<file path="config.mk">
export PLATFORM = sky130hd
export DESIGN_NAME = hazard_ctrl
export DESIGN_NICKNAME = d
export VERILOG_FILES = /design/src/rtl/hazard_ctrl.sv
export SDC_FILE = /design/constraint.sdc
export NUM_CORES = 1
export LEC_CHECK = 0
export CAP_MARGIN = 20
export CORE_UTILIZATION = 47
export DETAILED_ROUTE_END_ITERATION = 16
export GPL_TIMING_DRIVEN = 0
export HOLD_SLACK_MARGIN = 0.03
export PLACE_DENSITY_LB_ADDON = 0.1
export SLEW_MARGIN = 20
export SYNTH_ARGS = -nofsm -noshare
export SYNTH_HDL_FRONTEND = slang
export SYNTH_SLANG_ARGS = --single-unit
</file>
<file path="constraint.sdc">
create_clock -name clk -period 4.5 [get_ports clk]
set_input_delay 0.45 -clock clk [delete_from_list [all_inputs] [get_ports clk]]
set_output_delay 0.45 -clock clk [all_outputs]
set_load 0.01 [all_outputs]
</file>
<file path="src/rtl/hazard_ctrl.sv">
// hazard_ctrl: tracks in-flight GRF writes through E/M/W, raises load-use and mult/div stalls.
// Optional macro HAZARD_STATS_EN adds the stall_count and md_stall outputs.
module hazard_ctrl #(
    parameter int MULT_CYCLES = 5,
    parameter int DIV_CYCLES  = 10
) (
    input  logic        clk,
    input  logic        reset,
    input  logic [4:0]  D_Rs,
    input  logic [4:0]  D_Rt,
    input  logic [1:0]  D_TuseRs,
    input  logic [1:0]  D_TuseRt,
    input  logic        D_GRFWE,
    input  logic [4:0]  D_Addr,
    input  logic [1:0]  D_Tnew,
    input  logic        D_MDUse,
    input  logic [1:0]  E_MDStart,
    output logic        Stall,
    output logic        E_Flush,
    output logic        E_GRFWE,
    output logic        M_GRFWE,
    output logic        W_GRFWE,
    output logic [4:0]  E_Addr,
    output logic [4:0]  M_Addr,
    output logic [4:0]  W_Addr,
    output logic [1:0]  E_Tnew,
    output logic [1:0]  M_Tnew,
    output logic [1:0]  W_Tnew
`ifdef HAZARD_STATS_EN
    ,
    output logic [31:0] stall_count,
    output logic        md_stall
`endif
);

    localparam logic [3:0] MULT_LD = 4'(MULT_CYCLES);
    localparam logic [3:0] DIV_LD  = 4'(DIV_CYCLES);

    logic       vld_p0, vld_p1, vld_p2;
    logic [4:0] addr_p0, addr_p1, addr_p2;
    logic [1:0] tnew_p0, tnew_p1, tnew_p2;
    logic [3:0] md_cnt;
    logic       stall_rs, stall_rt, stall_md;

    function automatic logic [1:0] tnew_dec(input logic [1:0] t);
        return (t == 2'd0) ? 2'd0 : t - 2'd1;
    endfunction

    function automatic logic src_hazard(
        input logic [4:0] src,
        input logic [1:0] tuse,
        input logic       we_e,
        input logic [4:0] addr_e,
        input logic [1:0] tnew_e,
        input logic       we_m,
        input logic [4:0] addr_m,
        input logic [1:0] tnew_m
    );
        return (tuse != 2'd3) && (src != 5'd0) &&
               ((we_e && addr_e == src && tnew_e > tuse) ||
                (we_m && addr_m == src && tnew_m > tuse));
    endfunction

    assign stall_rs = src_hazard(D_Rs, D_TuseRs, vld_p0, addr_p0, tnew_p0,
                                 vld_p1, addr_p1, tnew_p1);
    assign stall_rt = src_hazard(D_Rt, D_TuseRt, vld_p0, addr_p0, tnew_p0,
                                 vld_p1, addr_p1, tnew_p1);
    assign stall_md = D_MDUse && (md_cnt != 4'd0 || E_MDStart == 2'b01 || E_MDStart == 2'b10);
    assign Stall    = stall_rs | stall_rt | stall_md;
    assign E_Flush  = Stall;

    // D -> E (p0), E -> M (p1), M -> W (p2)
    always_ff @(posedge clk) begin
        if (!reset) begin
            vld_p0  <= 1'b0;
            vld_p1  <= 1'b0;
            vld_p2  <= 1'b0;
            addr_p0 <= '0;
            addr_p1 <= '0;
            addr_p2 <= '0;
            tnew_p0 <= '0;
            tnew_p1 <= '0;
            tnew_p2 <= '0;
        end else begin
            vld_p0  <= Stall ? 1'b0 : D_GRFWE;
            addr_p0 <= Stall ? 5'd0 : D_Addr;
            tnew_p0 <= Stall ? 2'd0 : D_Tnew;
            vld_p1  <= vld_p0;
            addr_p1 <= addr_p0;
            tnew_p1 <= tnew_dec(tnew_p0);
            vld_p2  <= vld_p1;
            addr_p2 <= addr_p1;
            tnew_p2 <= tnew_dec(tnew_p1);
        end
    end

    // A start in E always reloads, even while busy
    always_ff @(posedge clk) begin
        if (!reset)
            md_cnt <= '0;
        else if (E_MDStart == 2'b01)
            md_cnt <= MULT_LD;
        else if (E_MDStart == 2'b10)
            md_cnt <= DIV_LD;
        else if (md_cnt != 4'd0)
            md_cnt <= md_cnt - 4'd1;
    end

    assign E_GRFWE = vld_p0;
    assign M_GRFWE = vld_p1;
    assign W_GRFWE = vld_p2;
    assign E_Addr  = addr_p0;
    assign M_Addr  = addr_p1;
    assign W_Addr  = addr_p2;
    assign E_Tnew  = tnew_p0;
    assign M_Tnew  = tnew_p1;
    assign W_Tnew  = tnew_p2;

`ifdef HAZARD_STATS_EN
    always_ff @(posedge clk) begin
        if (!reset)
            stall_count <= '0;
        else if (Stall)
            stall_count <= stall_count + 32'd1;
    end

    assign md_stall = stall_md & ~(stall_rs | stall_rt);
`endif

endmodule

</file>
Word level (Yosys, flattened, before mapping)

Index checks and enable logic that the tools add are counted.

Bitwise operators: 3
Reductions and logical operators: 28
Add/subtract/negate cells: 3
Order comparisons: 4
Multiplexer cells: 3
Equal/unequal tests: 8

Operators with widths:

| operator            | number |
|---|---|
| $eq 5x5->1          | 4 |
| $logic_and 1x1->1   | 13 |
| $reduce_bool 5->1   | 2 |
| $gt 2x2->1          | 4 |
| $mux 4              | 2 |
| $reduce_or 2->1     | 4 |
| $logic_not 2->1     | 2 |
| $logic_or 1x1->1    | 4 |
| $ne 2x2->1 const B  | 2 |
| $reduce_bool 4->1   | 1 |
| $sub 2x1->2 const B | 2 |
| $sub 4x1->4 const B | 1 |
| $mux 3              | 1 |
| $reduce_bool 3->1   | 1 |
| $eq 2x1->1 const B  | 1 |
| $eq 2x2->1 const B  | 1 |
| $or 1x1->1          | 2 |
| $reduce_bool 2->1   | 1 |
| $not 1->1           | 1 |

Word-level logic and storage cells: 60
Output and inout port bits: 26
Flip-flop bits (word level): 28
Input port bits: 27

Depth between registers and ports, before layout

Word-level depth: 8
Gate-level depth with buffers: 8
Gate-level depth less buffers: 7

Least setup slack after synthesis

Ideal clock, no wire load.

Kind: input-to-output
From: input port D_TuseRs[1]
To: output port Stall
Buffers on the path: 1
Cell stages on the path: 7
Arrival: 2070 ps
Required time: 4050 ps
Setup slack: 1980 ps
Cells stage by stage: inv_1 -> ha_1 -> a21oi_1 -> or4_4 -> a221oi_4 -> or3_1 -> buf_4

Cells in the longest elaborated chain, start to end: 6

Ends and longest elaborated chain:

| item                                        | line   | source |
|---|---|---|
| start: declaration                          | 11     | `input logic [1:0] D_TuseRs,` |
| $gt 2x2->1, on equally long branches        | 60, 61 |  |
| $logic_and 1x1->1, on equally long branches | 60, 61 |  |
| $logic_or 1x1->1                            | 60     | `((we_e && addr_e == src && tnew_e > tuse) \|\|` |
| $logic_and 1x1->1 (*)                       | 59     | `return (tuse != 2'd3) && (src != 5'd0) &&` |
| $or 1x1->1 (*) (2 in series)                | 69     | `assign Stall = stall_rs \| stall_rt \| stall_md;` |
| end: declaration                            | 18     | `output logic Stall,` |

Every way passes the cells marked *; elsewhere a longest branch is shown, timed or not.

Worst setup path in the final report

Ends and elaborated chain as after synthesis.

==> summary.txt <==
ys flop type = dfxtp_1
Min-Delay Path Depth = 1
Routed Antenna Nets = 0
count leader, synth = dfxtp_1
f_max = 0.268 GHz
Yosys Warn Count = 0
port bufs = 52
filler cell count = 230
Worst Path Required = 4.05 ns
clock buffer count from CTS = 3
flop-to-flop setup slack = 2.42 ns
Clock Latency Late Sink = 0.33 ns
CP Launch Point = D_TuseRs[1]
top post-synthesis cells by area = dfxtp_1, ha_1, xnor2_1, and2_1, nand2_1
Worst R2R End = E_Addr[1]
largest area contributor in the netlist = dfxtp_1
CTS sink count = 28
async set-reset flop share out of synthesis = 0%
drt first-iter violations = 22
register area = 561 µm²
Pre-antenna DRT Iters = 10
Slew headroom = 58.8%
Initial Utilization = 51.0%
Root Buffer = clkbuf_4
outcome = finished with violations
via count = 1301
Final Hold Viols = 0
Worst Min Path Start = E_Tnew[0]
total gr overflow = 0
Yosys reg bits = 28
postcts setup bufs = 0
dpl ws = 0.774 ns
CP dominant cell by count = clkdlybuf4s50_1
Setup crit end kind = primary output
RSZ-0062 raised after global routing = no
sequential area share after synthesis = 38.5%
worst-path cell chain = clkdlybuf4s50_1 > inv_1 > ha_1 > nand2_1 > nand3_1 > or4_4 > a221oi_4 > or3_1 > buf_4 > clkdlybuf4s50_1
initial antenna violation count = 0
Post-layout nets = 252
num rows = 19
CP top delay family = buffers and inverters
hold buffers post-CTS = 0
Detailed Place HPWL = 2.78 mm
max cap viols = 0
P_leak = 0.833 nW
layout cells sized above 1 = 5.66%
worst reg2reg path startpoint = M_Tnew[0]
end of the worst hold path = M_Tnew[0]
htree depth = 1
routed len/inst = 13.9 µm
Crit path depth = 10
critical path type = in2out
Worst VDD drop = 192 µV
Slew Viols, Final = 0
Worst path max stage delay = 0.52 ns
first-pass GRT wire length = 5.53 mm
Placeable Area = 0.00285 mm²
I/O pin cnt = 53
clock-pin slew of the registers on the worst-case setup and hold paths = 0.15 ns
worst min path class = reg2reg
slowest CP cell = clkdlybuf4s50_1
Total GRT Usage = 21.9%
Mapped Area = 0.00146 mm²
period utilization = 83.0%
largest net degree at the start of global routing = 17
RePlAce Congestion = 0.799
Slew @ Worst Pin = 0.616 ns
n_diodes = 0
nature of the critical path startpoint = input port
CP Data Arrival Time = 3.29 ns
setup TNS = 0 ns
PwrDens = 294 mW/mm²
Final WS setup = 0.764 ns
CTS max path bufs = 2
violated checks = DRC
R2R depth = 7
DR vias/cell = 5.35
clock skew = 0.00411 ns
Tmin final = 3.74 ns
number of enable flip-flop cells after synthesis = 0
die area = 0.00332 mm²
Resize count post-CTS = 0
critical path peak fanout = 9
drt total wl = 3.37 mm
syn_nets = 195
Yosys top cell area share = 38.5%
final setup violation count = 0
Area Overhead vs Synth = 42.0%
vias in the first global route = 1253
top post-synthesis cells by count = dfxtp_1, nand2_1, xnor2_1
DRC Markers = 3
Critical path buffers and inverters = 4
Avg Cell Area, Syn = 9.33 µm²
height of the die = 57.6 µm
Synth cell types = 27
die width = 57.6 µm
CTS tree = built
post-synthesis cell count = 156
multi-input logic area = 835 µm²
==> metrics by stage <==
| step | hold WS, ns | util (%) | area, µm² | total power [mW] | instances |
|---|---|---|---|---|---|
| finish | 0.450 | 72.5 | 2070 | 0.608 | 243 |
| global route | 0.475 | 72.5 | 2070 | 0.639 | 243 |
| floorplan | 0.454 | - | 1460 | 0.371 | 156 |
| detailed placement | 0.432 | 70.6 | 2010 | 0.449 | 239 |
| CTS | 0.455 | 72.5 | 2070 | 0.613 | 243 |
| global placement | 0.419 | 70.6 | 2010 | 0.440 | 239 |
==> power by group <==
part / switching, mW / internal (mW) / total, mW
Clock: 0.0740 / 0.0901 / 0.164
Sequential: 0.0173 / 0.266 / 0.284
Combinational: 0.0726 / 0.0880 / 0.161
Total: 0.164 / 0.444 / 0.608
==> how the worst max path moves through the flow <==
stage / slack [ns] / to
global route: 0.61 / Stall
global placement: 0.85 / Stall
CTS: 0.76 / Stall
floorplan: 1.98 / Stall
finish: 0.76 / Stall
detailed placement: 0.77 / Stall
==> cell families (layout without fill, tap and decap cells) <==
kind of cell               after synthesis  after routing  synth area share (%)
and+or+nand+nor                         66             66                  25.6
adders and majority gates               12             12                  10.3
buffers and inverters                   15             71                  4.13
xor gates and xnor gates                22             22                  13.2
DFF                                     28             28                  38.5
AOI/OAI and AO/OA                       13             13                  8.17
==> layout by cell type (no fill, tap or decap), drive strengths merged <==
cell type	count
clkdlybuf4s50	52
dfxtp	28
xnor2	16
nand2	16
inv	12
and2	12
ha	12
nand3	8
nor4	8
nor2	7
a21oi	6
xor2	6
or4	6
clkbuf	5
nand2b	3
a221oi	3
nor2b	2
a21boi	2
nor4b	1
or3	1
nor3	1
o21bai	1
or4b	1
o21ai	1
buf	1
bufinv	1
==> layer usage <==
metal | wire, µm | global-route usage [%] | up-vias
met5 | 0 | 0 | -
met4 | 35 | 7.32 | 0
met3 | 174 | 2.90 | 4
met2 | 1760 | 40.2 | 47
met1 | 1400 | 26.2 | 609
li1 | - | - | 641
==> state kept, by name (all words and copies together), names as in the netlist <==
name	count
E_GRFWE	1
E_Tnew	2
W_GRFWE	1
M_Addr	5
M_Tnew	2
W_Addr	5
W_Tnew	2
M_GRFWE	1
E_Addr	5
md_cnt	4
==> layout make-up <==
type / instances / area share (%)
flip-flops and latches: 28 / 27.1
repair buffers: 52 / 25.2
plain buffers: 3 / 0.726
clock buffers: 3 / 1.09
clock inverters: 1 / 1.45
multi-input cells: 113 / 40.4
well taps: 31 / 1.88
inverters: 12 / 2.18
Note: power is estimated with default switching activity, not from simulation.
